===== src/rtl/apb_arbiter.sv =====
// apb_arbiter: round-robin arbiter sharing one APB completer among NUM_REQ
// requesters, one transfer outstanding at a time (IDLE -> SETUP -> ACCESS).
// Optional ACCESS watchdog enabled by defining APB_ARB_TIMEOUT_EN.
module apb_arbiter #(
  parameter int NUM_REQ        = 4,
  parameter int ADDR_WIDTH     = 32,
  parameter int DATA_WIDTH     = 32,
  parameter int STRB_WIDTH     = DATA_WIDTH / 8,
  parameter int TIMEOUT_CYCLES = 16
) (
  input  logic                                 pclk,
  input  logic                                 presetn,
  input  logic [NUM_REQ-1:0]                   req_valid,
  output logic [NUM_REQ-1:0]                   req_ready,
  input  logic [NUM_REQ-1:0][ADDR_WIDTH-1:0]   req_addr,
  input  logic [NUM_REQ-1:0]                   req_write,
  input  logic [NUM_REQ-1:0][DATA_WIDTH-1:0]   req_wdata,
  input  logic [NUM_REQ-1:0][STRB_WIDTH-1:0]   req_strb,
  output logic [NUM_REQ-1:0]                   rsp_valid,
  output logic [DATA_WIDTH-1:0]                rsp_rdata,
  output logic                                 rsp_err,
  output logic                                 psel,
  output logic                                 penable,
  output logic                                 pwrite,
  output logic [ADDR_WIDTH-1:0]                paddr,
  output logic [DATA_WIDTH-1:0]                pwdata,
  output logic [STRB_WIDTH-1:0]                pstrb,
  input  logic [DATA_WIDTH-1:0]                prdata,
  input  logic                                 pready,
  input  logic                                 pslverr
);
  localparam int IDX_W = $clog2(NUM_REQ);

  typedef enum logic [1:0] {IDLE = 2'd0, SETUP = 2'd1, ACCESS = 2'd2} state_e;

  typedef struct packed {
    logic [ADDR_WIDTH-1:0] addr;
    logic                  write;
    logic [DATA_WIDTH-1:0] wdata;
    logic [STRB_WIDTH-1:0] strb;
  } xfer_t;

  state_e               state_q, state_d;
  logic [IDX_W-1:0]     last_q, last_d, own_q, own_d, gnt_idx;
  logic                 gnt_found;
  xfer_t                xfer_q, xfer_d;
  logic [NUM_REQ-1:0]   rsp_valid_q, rsp_valid_d;
  logic [DATA_WIDTH-1:0] rsp_rdata_q, rsp_rdata_d;
  logic                 rsp_err_q, rsp_err_d;
  logic                 timeout;

`ifdef APB_ARB_TIMEOUT_EN
  localparam int CNT_W = $clog2(TIMEOUT_CYCLES + 1);
  logic [CNT_W-1:0] cnt_q, cnt_d;

  // Stalled-ACCESS counter, cleared whenever a new transfer is granted
  always_comb begin
    cnt_d = cnt_q;
    if (state_q == IDLE && gnt_found)       cnt_d = '0;
    else if (state_q == ACCESS && !pready)  cnt_d = cnt_q + CNT_W'(1);
  end

  // Fires in the last allowed stalled ACCESS cycle so psel drops right after it
  assign timeout = (state_q == ACCESS) && !pready &&
                   (cnt_q == CNT_W'(TIMEOUT_CYCLES - 1));

  // Watchdog counter register
  always_ff @(posedge pclk) begin
    if (!presetn) cnt_q <= '0;
    else          cnt_q <= cnt_d;
  end
`else
  assign timeout = 1'b0;
`endif

  // Round-robin search starting one past the last grant
  always_comb begin
    int cand;
    cand      = 0;
    gnt_found = 1'b0;
    gnt_idx   = '0;
    for (int k = 1; k <= NUM_REQ; k++) begin
      cand = (int'(last_q) + k) % NUM_REQ;
      if (!gnt_found && req_valid[IDX_W'(cand)]) begin
        gnt_found = 1'b1;
        gnt_idx   = IDX_W'(cand);
      end
    end
  end

  // FSM next state, accept pulse, field latch and response generation
  always_comb begin
    state_d     = state_q;
    last_d      = last_q;
    own_d       = own_q;
    xfer_d      = xfer_q;
    rsp_valid_d = '0;
    rsp_rdata_d = '0;
    rsp_err_d   = 1'b0;
    req_ready   = '0;
    case (state_q)
      IDLE: begin
        if (gnt_found) begin
          // Masked while in reset so no accept is seen that would be discarded
          req_ready[gnt_idx] = presetn;
          state_d            = SETUP;
          last_d             = gnt_idx;
          own_d              = gnt_idx;
          xfer_d.addr        = req_addr[gnt_idx];
          xfer_d.write       = req_write[gnt_idx];
          // Reads present zero data and strobes on the bus
          xfer_d.wdata       = req_write[gnt_idx] ? req_wdata[gnt_idx] : '0;
          xfer_d.strb        = req_write[gnt_idx] ? req_strb[gnt_idx]  : '0;
        end
      end
      SETUP: state_d = ACCESS;
      ACCESS: begin
        if (pready) begin
          state_d            = IDLE;
          rsp_valid_d[own_q] = 1'b1;
          rsp_rdata_d        = xfer_q.write ? '0 : prdata;
          rsp_err_d          = pslverr;
        end else if (timeout) begin
          state_d            = IDLE;
          rsp_valid_d[own_q] = 1'b1;
          rsp_err_d          = 1'b1;
        end
      end
      default: state_d = IDLE;
    endcase
  end

  // State and output registers; reset abandons any transfer silently
  always_ff @(posedge pclk) begin
    if (!presetn) begin
      state_q     <= IDLE;
      last_q      <= IDX_W'(NUM_REQ - 1);
      own_q       <= '0;
      xfer_q      <= '0;
      rsp_valid_q <= '0;
      rsp_rdata_q <= '0;
      rsp_err_q   <= 1'b0;
    end else begin
      state_q     <= state_d;
      last_q      <= last_d;
      own_q       <= own_d;
      xfer_q      <= xfer_d;
      rsp_valid_q <= rsp_valid_d;
      rsp_rdata_q <= rsp_rdata_d;
      rsp_err_q   <= rsp_err_d;
    end
  end

  assign psel      = (state_q != IDLE);
  assign penable   = (state_q == ACCESS);
  assign paddr     = xfer_q.addr;
  assign pwrite    = xfer_q.write;
  assign pwdata    = xfer_q.wdata;
  assign pstrb     = xfer_q.strb;
  assign rsp_valid = rsp_valid_q;
  assign rsp_rdata = rsp_rdata_q;
  assign rsp_err   = rsp_err_q;

endmodule


===== config.mk =====
export PLATFORM = sky130hd
export DESIGN_NAME = apb_arbiter
export DESIGN_NICKNAME = d
export VERILOG_FILES = /design/src/rtl/apb_arbiter.sv
export SDC_FILE = /design/constraint.sdc
export NUM_CORES = 1
export LEC_CHECK = 0
export CAP_MARGIN = 20
export CELL_PAD_IN_SITES_DETAIL_PLACEMENT = 1
export CELL_PAD_IN_SITES_GLOBAL_PLACEMENT = 2
export CORE_MARGIN = 1.5
export CORE_UTILIZATION = 18
export DETAILED_ROUTE_END_ITERATION = 10
export HOLD_SLACK_MARGIN = 0.08
export MAX_ROUTING_LAYER = met4
export PLACE_DENSITY_LB_ADDON = 0.1
export SLEW_MARGIN = 20
export SYNTH_ARGS = -nofsm -noshare
export SYNTH_HDL_FRONTEND = slang
export SYNTH_SLANG_ARGS = --single-unit

===== constraint.sdc =====
create_clock -name pclk -period 3.25 [get_ports pclk]
set_clock_uncertainty 0.2 [all_clocks]
set_input_delay 0.65 -clock pclk [delete_from_list [all_inputs] [get_ports pclk]]
set_output_delay 0.65 -clock pclk [all_outputs]
set_load 0.02 [all_outputs]

# --- Word-level counts from Yosys, hierarchy flattened ---
# Cells that the tools add are included.
# W data, S select, Z words.
totals:
  register_bits: 112
  out_inout_bits: 112
  elab_cells: 83
op_classes:
  addsub: 4
  magnitude_cmp: 8
  eq_ne: 4
  muxes: 39
  bitwise_logic: 4
  reduce_logical: 14
op_table:
  columns: ["operator", "n"]
  rows:
  - ["$bmux W32 S2", 2]
  - ["$mux W32", 3]
  - ["$lt A2 B4 Y1 const B", 4]
  - ["$mux W4", 4]
  - ["$mux W1", 15]
  - ["$mux W2", 6]
  - ["$bmux W1 S2", 5]
  - ["$bmux W4 S2", 1]
  - ["$lt A2 B3 Y1 const B", 2]
  - ["$pmux W2 S3", 1]
  - ["$logic_and A1 B1 Y1", 5]
  - ["$add A2 B1 Y2 const B", 2]
  - ["$add A2 B2 Y2 const B", 2]
  - ["$and A4 B4 Y4", 1]
  - ["$demux W1 S2", 2]
  - ["$ge A2 B1 Y1 const B", 2]
  - ["$reduce_and A2 Y1", 2]
  - ["$reduce_or A4 Y1", 1]
  - ["$logic_not A1 Y1", 3]
  - ["$not A1 Y1", 3]
  - ["$reduce_and A3 Y1", 1]
  - ["$eq A2 B1 Y1 const B", 1]
  - ["$eq A2 B2 Y1 const B", 1]
  - ["$logic_not A2 Y1", 1]
  - ["3 further kinds", 3]

# --- Depth between registers and ports, before layout ---
logic_depth:
  word_depth: 21
  mapped_depth: 8

# --- Worst setup path after synthesis ---
# Ideal clock, no wire load.
synth_timing:
  path_type: "input to output"
  startpoint: "input port req_valid[3]"
  endpoint: "output port req_ready[0]"
  arrival_time_ns: 2.108
  t_required_ns: 2.400
  setup_slack_ns: 0.292
  path_stages: 6
  path_buffers: 2
  path_cell_list: "nor2b_1 > o21a_1 > buf_6 > nor4_4 > buf_4 > and2_1"
synth_between:
  elab_chain_len: 20
  elab_cells_between_ends: 34
  classes_between: "2 x order compare; 24 x mux; 1 x bitwise; 7 x reduce/logical"
synth_rtl:
  columns: ["element", "line", "text"]
  rows:
  - ["from (decl)", "13", "input logic [NUM_REQ-1:0] req_valid,"]
  - ["$bmux W1 S2", "84", "if (!gnt_found && req_valid[IDX_W'(cand)]) begin"]
  - ["$mux W1 (implied by the code) (2 in a row)", "84", null]
  - ["$mux W1", "84", null]
  - ["$logic_not A1 Y1", "84", null]
  - ["$logic_and A1 B1 Y1", "84", null]
  - ["$mux W1", "84", null]
  - ["$logic_not A1 Y1", "84", null]
  - ["$logic_and A1 B1 Y1", "84", null]
  - ["[3 not listed]", null, null]
  - ["$mux W2", "84", null]
  - ["$lt A2 B3 Y1 (implied by the code) or $ge A2 B1 Y1 (tied branches)", "105", "req_ready[gnt_idx] = presetn;"]
  - ["$logic_and A1 B1 Y1 (implied by the code)", "105", null]
  - ["$mux W1 (implied by the code)", "105", null]
  - ["$demux W1 S2", "105", null]
  - ["$and A4 B4 Y4 (no source line)", null, null]
  - ["$mux W4 (*)", "103", "if (gnt_found) begin"]
  - ["$mux W4 (*)", "101", "case (state_q)"]
  - ["to (decl)", "14", "output logic [NUM_REQ-1:0] req_ready,"]
# Mark *: on every way between the ends. The rest lies on a longest branch, timed or not. The select of a mux whose other input is x is not followed.

# --- Worst setup path in the final report ---
layout_timing:
  startpoint: "input port req_valid[0]"
  endpoint: "output port req_ready[3]"
# The elaborated chain is that of the path after synthesis.

==> results.txt <==
vias post-DR - 7,839
Syn Nets - 1,124
Pins Over Slew Limit - 0
Peak VDD IR - 276 uV
H-tree lvl count - 3
Max-cap violations - 0
Post-synth EDFFs - 0
Synth Flop Type - dfxtp_1
CP endpoint kind - output port
crit-path max FO - 6
final period utilization - 95.7%
Combinational Power Share - 39.3%
# setup viols final - 0
largest net degree at the start of global routing - 62
router iterations before antenna repair - 4
nets - 1,521
Cell Chain, Critical Path - clkdlybuf4s50_1 -> or4_4 -> nand2_2 -> buf_4 -> inv_2 -> nand2_1 -> nor2_1 -> buf_2
Port Buffer Count - 427
vias in the first global route - 8,311
grt ovf - 0
die height - 190 microns
TritonCTS clock tree - built
die area - 0.0362 sq mm
row cnt - 68
Synth Register Bits - 112
Netlist cell types - 43
pwr/cell area - 404 mW/mm^2
Mapped Area - 0.00631 sq mm
worst-skew pair later-pin latency - 0.38 ns
clk sinks - 112
Synth Warn # - 0
final wirelength - 35,400 microns
maximum single-stage delay on the critical path - 0.56 ns
Worst Path Required - 2.40 ns
DRC Markers - 0
crit path DAT - 2.26 ns
CP Buf/Inv Count - 4
Post-synth ARST share - 0%
Area growth, synth to finish - 82.6%
Final Hold Fails - 0
fin crit period - 3.11 ns
Post-DP HPWL - 25,400 microns
CP Launch Type - input pin
filler cell count in the final layout - 4,074
critical path class - input pin to output port
unrepaired setup endpoints after global routing - no
post-route ant nets - 0
Worst path depth - 8
Worst Reg-to-Reg Cells - 5
1st-iter DRT viols - 292
setup TNS - 0 ns
Worst Hold Depth - 2
clock root buffer - clkbuf_16
Post-Synthesis Cells - 808
sequential area share after synthesis - 35.5%
Mean Syn Cell Area - 7.81 sq um
worst-margin pin slew - 0.696 ns
Initial Util - 18.3%
NetSw - 1.69 mW
CP delay by family, top - buffers and inverters
Die X - 190 microns
Num CTS Buffers - 9
leakage - 4.26 nW
maximum buffer depth of the clock tree - 2
slowest CP cell - or4_4
clock share of power - 26.4%
initial antenna violation count - 7
Placer Congestion - 0.751
sequential share of power - 34.3%
CTS clk-pin slew, worst paths - 0.08 ns
slew margin rel. - 53.5%
status - completed
ratio of cells with drive above 1 in the final layout - 7.27%
Reg area - 0.00224 sq mm
All-Layer GR Usage - 19.9%
I/O pin total - 428
area of the multi-input gates - 0.00369 sq mm
Sw Ratio - 36.2%
hold slack - 0.280 ns
P_int - 2.97 mW
Core Footprint - 0.0345 sq mm
drt via density - 4.69
first-pass GRT wire length - 52,300 microns
WL per Instance - 21.2 microns
Hold Path Class - register to register
Fmax - 321 MHz
## power groups by stage
| stage | registers [mW] | logic, mW | clock network (mW) |
|---|---|---|---|
| 2_1_floorplan | 1.77 | 0.693 | 0 |
| 3_3_place_gp | 1.63 | 1.85 | 0 |
| 3_5_place_dp | 1.63 | 1.85 | 0 |
| 4_1_cts | 1.60 | 1.87 | 1.31 |
| 5_1_grt | 1.62 | 1.97 | 1.34 |
| 6_report | 1.60 | 1.83 | 1.23 |
## layer usage
metal	global-route usage [%]	vias to the layer above	part of all wire, %
li1	-	3795	-
met1	23.0	3707	42
met2	32.2	297	47
met3	6.24	40	8.9
met4	7.30	0	2.4
met5	-	-	0
## cell usage in the layout, fill, tap and decap left out, types with 9 or more instances in the layout
cell type	n
clkdlybuf4s50_1	420
nand2_1	148
dfxtp_1	112
nand4_1	110
o211ai_1	45
buf_4	44
mux2i_1	43
nor3_1	38
a21oi_1	36
and2_1	34
a211o_1	33
o31ai_1	32
o21ai_0	30
o21ai_1	9
clkbuf_16	9
## tightest hold or removal path, stage by stage, from the launching register on
cell	delay (ns)
dfxtp_1	0.33
nand2_1	0.05
o211ai_1	0.07
## through the flow
step / std cells / power, mW / utilization, % / setup WS (ns) / instance area (sq um)
after global placement: 1647 / 3.48 / 32.4 / -0.380 / 11200
after CTS: 1664 / 4.78 / 33.3 / 0.00819 / 11500
after floorplan: 808 / 2.47 / - / 0.292 / 6310
after detailed placement: 1647 / 3.48 / 32.4 / -0.438 / 11200
final: 1672 / 4.66 / 33.4 / 0.139 / 11500
after global routing: 1672 / 4.94 / 33.4 / 0.0231 / 11500
## path summary, 6_finish.rpt
path | to | from | slack (ns)
setup reg to reg | pwdata[31]$_SDFFE_PN0P_ | last_q[1]$_SDFFE_PN1P_ | 0.65
hold reg to reg | pwdata[28]$_SDFFE_PN0P_ | pwdata[28]$_SDFFE_PN0P_ | 0.28
setup / recovery | req_ready[3] | req_valid[0] | 0.14
hold / removal | pwdata[28]$_SDFFE_PN0P_ | pwdata[28]$_SDFFE_PN0P_ | 0.28
## cell type report
cell class                 count  area share [%]
clock inverter                 6           0.586
tap                          455            4.94
timing repair buffer         477            40.7
multi-input combinational    603            32.0
sequential                   112            19.4
inverter                       2          0.0651
clock buffer                  10            2.07
antenna                        7           0.152
## cell families after synthesis
kind of cell	after synthesis	synth area share (%)
AO/OA/AOI/OAI	196	21.2
buffers and inverters	93	6.76
multiplexers	43	6.82
AND/OR/NAND/NOR	364	29.7
flip-flops	112	35.5
## sequential cells by signal, indices dropped and copies added, names as in the netlist
signal	cells
last_q	2
rsp_rdata	32
rsp_valid	4
paddr	32
rsp_err	1
pstrb	4
pwrite	1
own_q	2
state_q	2
pwdata	32
## Yosys cell counts (2+ instances only)
cell type | number | area (sq um)
nand2_1 | 148 | 556
dfxtp_1 | 112 | 2240
nand4_1 | 110 | 688
clkbuf_1 | 62 | 233
o211ai_1 | 45 | 338
mux2i_1 | 43 | 430
nor3_1 | 39 | 195
and2_1 | 37 | 231
a21oi_1 | 36 | 180
a211o_1 | 33 | 289
o31ai_1 | 32 | 240
o21ai_0 | 30 | 150
buf_2 | 11 | 55.1
o21ai_1 | 10 | 50.1
buf_1 | 7 | 26.3
nor2_1 | 7 | 26.3
buf_6 | 6 | 67.6
buf_4 | 5 | 37.5
nand2b_1 | 5 | 31.3
nand3_1 | 3 | 15.0
nor2b_1 | 3 | 18.8
and3_1 | 2 | 12.5
nor3b_1 | 2 | 15.0
## timing repair
item	4_1_cts	5_1_grt
resized for setup	16	9
endpoints found under the setup margin	4	4
pin swaps	0	2
hold buffers	0	0
buffers inserted	1	1
cloned	0	0
No activity file was read; power rests on OpenSTA's default activity.
